--- config.mk ---
export PLATFORM = sky130hd
export DESIGN_NAME = piso_serializer
export DESIGN_NICKNAME = d
export VERILOG_FILES = /design/src/rtl/piso_serializer.sv
export SDC_FILE = /design/constraint.sdc
export NUM_CORES = 1
export LEC_CHECK = 0
export CAP_MARGIN = 20
export CORE_AREA = 2 2 39 41
export DETAILED_ROUTE_END_ITERATION = 8
export DIE_AREA = 0 0 41 43
export PLACE_DENSITY_LB_ADDON = 0.3
export REMOVE_ABC_BUFFERS = 1
export SETUP_SLACK_MARGIN = 0.2
export SYNTH_ARGS = -nofsm -noshare
export SYNTH_HDL_FRONTEND = slang
export SYNTH_SLANG_ARGS = --single-unit
--- constraint.sdc ---
create_clock -name clk -period 1.4 [get_ports clk]
set_clock_uncertainty 0.2 [all_clocks]
set_input_delay 0.21 -clock clk [delete_from_list [all_inputs] [get_ports clk]]
set_output_delay 0.21 -clock clk [all_outputs]
set_load 0.1 [all_outputs]
--- src/rtl/piso_serializer.sv ---
// Parallel-in serial-out transmitter with valid/ready load, registered serial output
// and frame markers. Optional enforced idle gap between frames.
module piso_serializer #(
    parameter int unsigned WIDTH      = 4,
    parameter bit          MSB_FIRST  = 1'b1,
    parameter int unsigned GAP_CYCLES = 0
) (
    input  logic             clk,
    input  logic             reset,
    input  logic [WIDTH-1:0] pdata,
    input  logic             load_valid,
    output logic             load_ready,
    output logic             dout,
    output logic             dout_valid,
    output logic             frame_start,
    output logic             done,
    output logic             busy
);

    localparam int unsigned     CntW    = $clog2(WIDTH + 1);
    localparam logic [CntW-1:0] CntLast = CntW'(WIDTH);
    localparam logic [3:0]      GapLast = 4'((GAP_CYCLES == 0) ? 0 : GAP_CYCLES - 1);

    typedef enum logic [1:0] {StIdle, StShift, StGap} state_e;

    state_e           state_q, state_d;
    logic [WIDTH-1:0] shreg_q, shreg_d;
    logic [CntW-1:0]  cnt_q, cnt_d;
    logic [3:0]       gap_q, gap_d;
    logic             dout_q, dout_d;
    logic             valid_q, valid_d;
    logic             start_q, start_d;
    logic             done_q, done_d;
    logic             last_bit;
    logic             accept;

    // cnt_q holds the number of bits already presented, so WIDTH means the last bit is on dout
    assign last_bit   = (state_q == StShift) && (cnt_q == CntLast);
    assign load_ready = reset && ((state_q == StIdle) || (last_bit && (GAP_CYCLES == 0)));
    assign accept     = load_valid && load_ready;

    always_comb begin
        state_d = state_q;
        shreg_d = shreg_q;
        cnt_d   = cnt_q;
        gap_d   = gap_q;
        dout_d  = 1'b0;
        valid_d = 1'b0;
        start_d = 1'b0;
        done_d  = 1'b0;

        if (accept) begin
            state_d = StShift;
            dout_d  = MSB_FIRST ? pdata[WIDTH-1] : pdata[0];
            shreg_d = MSB_FIRST ? (pdata << 1) : (pdata >> 1);
            valid_d = 1'b1;
            start_d = 1'b1;
            cnt_d   = CntW'(1);
            gap_d   = 4'd0;
        end else begin
            case (state_q)
                StShift: begin
                    if (last_bit) begin
                        cnt_d   = '0;
                        shreg_d = '0;
                        state_d = (GAP_CYCLES != 0) ? StGap : StIdle;
                    end else begin
                        dout_d  = MSB_FIRST ? shreg_q[WIDTH-1] : shreg_q[0];
                        shreg_d = MSB_FIRST ? (shreg_q << 1) : (shreg_q >> 1);
                        valid_d = 1'b1;
                        cnt_d   = cnt_q + CntW'(1);
                        done_d  = (cnt_q == CntLast - CntW'(1));
                    end
                end
                StGap: begin
                    if (gap_q == GapLast) begin
                        state_d = StIdle;
                        gap_d   = 4'd0;
                    end else begin
                        gap_d = gap_q + 4'd1;
                    end
                end
                default: ;
            endcase
        end
    end

    always_ff @(posedge clk or negedge reset) begin
        if (!reset) begin
            state_q <= StIdle;
            shreg_q <= '0;
            cnt_q   <= '0;
            gap_q   <= 4'd0;
            dout_q  <= 1'b0;
            valid_q <= 1'b0;
            start_q <= 1'b0;
            done_q  <= 1'b0;
        end else begin
            state_q <= state_d;
            shreg_q <= shreg_d;
            cnt_q   <= cnt_d;
            gap_q   <= gap_d;
            dout_q  <= dout_d;
            valid_q <= valid_d;
            start_q <= start_d;
            done_q  <= done_d;
        end
    end

    assign dout        = dout_q;
    assign dout_valid  = valid_q;
    assign frame_start = start_q;
    assign done        = done_q;
    assign busy        = (state_q != StIdle);

endmodule

==> metrics.md <==
| Metric | Value |
|---|---|
| FP Rows | 14 |
| FF+latch count, synth | 11 |
| Synthesized area | 493.0 µm² |
| TritonCTS clock tree | yes |
| Post-route cell area | 938.4 µm² |
| Busiest layer in global routing | met2 |
| N_diodes | 0 |
| Worst Path Required | 1410 ps |
| Critical Path Source Type | flop |
| Final period utilization | 128.1% |
| Starting density of the core | a little over a third |
| Max-cap violations | 0 |
| Number of global-route vias before repair | 471 |
| GR Layer Usage met3 | 6.806% |
| Final setup vio count | 11 |
| Crit path top cell by count | buf_6 |
| CP max-delay cell | dfrtp_1 |
| Delay-heaviest family, CP | buffers and inverters |
| Type of the worst min-delay path | input port to asynchronous set/reset pin |
| Nets | 86 |
| Mean post-synth cell area | 11.46 µm² |
| Worst EP arrival | 1800 ps |
| Remaining antenna violation count after routing | 0 |
| Share of cells above drive strength 1 | approximately 63% |
| DR WL/cell | 15.23 µm |
| Slew headroom | 82.09% |
| Worst-skew pair later-pin latency | 270 ps |
| Total CTS buffers | 3 |
| Worst-path clk slew | approximately 70 ps |
| Worst setup path category | flop to flop |
| Root Buffer | clkbuf_4 |
| Status | finished, violations left |
| Post-CTS Hold Buffers | 0 |
| M1 GR Usage | 19.53% |
| Post-synth cell types | 17 |
| Gr ovfl total | 0 |
| Antenna violations before repair | 0 |
| TNS Setup | -2623 ps |
| Initial DRC count | 8 |
| Total Wirelength | 1386 µm |
| Total core area | between 0.001 and 0.0015 mm² |
| Die Ht | ~43 µm |
| CTS HTree Levels | 1 |
| Post-DR vias/cell | roughly 4.9 |
| Fmax | between 0.5 and 0.6 GHz |
| IO Port Bufs | 12 |
| Pin count of the biggest net entering global routing | 7 |
| # fillers | 100 |
| Post-Synthesis Cells | 43 |
| Violated checks | negative setup slack |
| First-pass GRT wire length | 2014 µm |
| # clock sinks | 11 |
| Die area | 0.001763 mm² |
| DR DRC count | 0 |
| First drt pass iteration count | 4 |
| Register area share after synthesis | 55.84% |
| Area growth syn-to-layout | 90.36% |
| Die width | 41 µm |
| Crit Path Max Fanout | 5 |
| Clk buf depth | 2 |
| R2R depth | 10 |
| Worst Setup Slack, final | -393.3 ps |
| CP Depth | 10 |
| Detail Placement HPWL | 835.7 µm |
| Slew Viols, Final | 0 |
| Fin. Hold Viols | 0 |
| CP Cell Sequence | inv_2 -> ha_4 -> a21bo_4 -> buf_4 -> buf_6 -> buf_6 -> buf_6 -> buf_6 -> nor2_4 -> a211o_1 |
| Worst slew pin tran | between 200 and 300 ps |
| Routed via count | ~450 |
| RSZ-0062 raised after global routing | true |
| Tmin final | 1793 ps |
| Placed cell area | roughly 750 µm² |
| Yosys synthesis warning count | 0 |
| IO Count | 13 |
| Routability congestion estimate | 0.7961 |
| CP endpoint kind | flop |
| Met2 Use GR | about 26% |
| Global-route usage over all layers | 17.62% |
| CP bufs+invs | 6 |
| Slowest stage delay, CP | around 370 ps |
synthesized netlist by cell type:
cell type	instances	area share (%)
dfrtp_1	11	56
nand2_1	6	4.6
inv_1	4	3.0
ha_1	3	7.6
o21ai_0	3	3.0
a21o_2	2	3.6
a22o_2	2	4.1
nand3_1	2	2.0
nor2_1	2	1.5
a211o_1	1	1.8
a21bo_2	1	2.0
a21boi_4	1	3.8
a21oi_1	1	1.0
and2_1	1	1.3
and2_2	1	1.5
mux2i_1	1	2.0
nor2_2	1	1.3
cells in the final DEF, fill, tap and decap left out:
cell,count
o21ai_2,3
ha_4,1
nand2_1,2
mux2i_1,1
nand3_1,2
and2_2,1
nor2_4,3
buf_4,7
clkbuf_4,3
buf_6,9
a211o_1,1
dfrtp_1,11
clkdlybuf4s50_1,6
a21bo_4,1
a21boi_4,1
a21o_2,2
and2_4,1
a22o_2,2
buf_12,6
clkbuf_1,1
a21oi_1,1
ha_2,1
ha_1,1
nand2_2,4
inv_2,2
inv_1,2
cell families after synthesis:
group	Yosys count	share of synthesized area, %
flops	11	55.84
mux	1	2.031
fa+ha+maj	3	7.615
buf+inv	4	3.045
simple gates	13	12.19
compound gates	11	19.29
sequential cells by signal, summed over array words and instances (netlist names):
name and count:
cnt_q 3, shreg_q 3, done 1, dout 1, dout_valid 1, frame_start 1
state_q 1
stage by stage:
stage	hold WS (ps)	util, %	instances	worst slack [ps]
5_1_grt	181.0	67.81	91	-459.3
3_3_place_gp	284.2	54.43	79	-227.9
6_report	164.7	67.81	91	-393.3
3_5_place_dp	320.4	54.43	79	-234.0
4_1_cts	168.2	62.75	89	-396.0
2_1_floorplan	-285.6	-	43	-922.6
worst paths after layout:
| path | start | endpoint | slack [ps] |
|---|---|---|---|
| worst max-delay path | cnt_q[0] | cnt_q[0] | -390 |
| worst min-delay path | reset | shreg_q[1] | 160 |
| worst max register to register | cnt_q[0] | cnt_q[0] | -390 |
| worst min register to register | shreg_q[3] | dout | 320 |
| max in group asynchronous | reset | cnt_q[2] | 720 |
| min in group clk | pdata[0] | shreg_q[1] | 310 |
layout make-up:
cell class	instances	area, µm²	area share (%)
tap	16	20.02	2.133
timing repair buffer	28	334.1	35.60
multi-input combinational	28	267.8	28.53
inverter	4	15.01	1.600
sequential	11	275.3	29.33
clock buffer	4	26.28	2.800
per-layer routing:
metal | vias up | routed length [µm]
met3 | 8 | 79
met1 | 213 | 511
met2 | 18 | 746
met5 | - | 0
li1 | 210 | -
met4 | 0 | 50
repair_timing:
action                     CTS  global route
pin swaps                   10             3
gates cloned                 0             0
setup endpoints to repair   17            17
resized for setup           16            15
buffers inserted             6             2
Power is left out: the tool's default activity adds up to more than one toggle a clock period on the data nets, which glitch-free logic cannot reach.
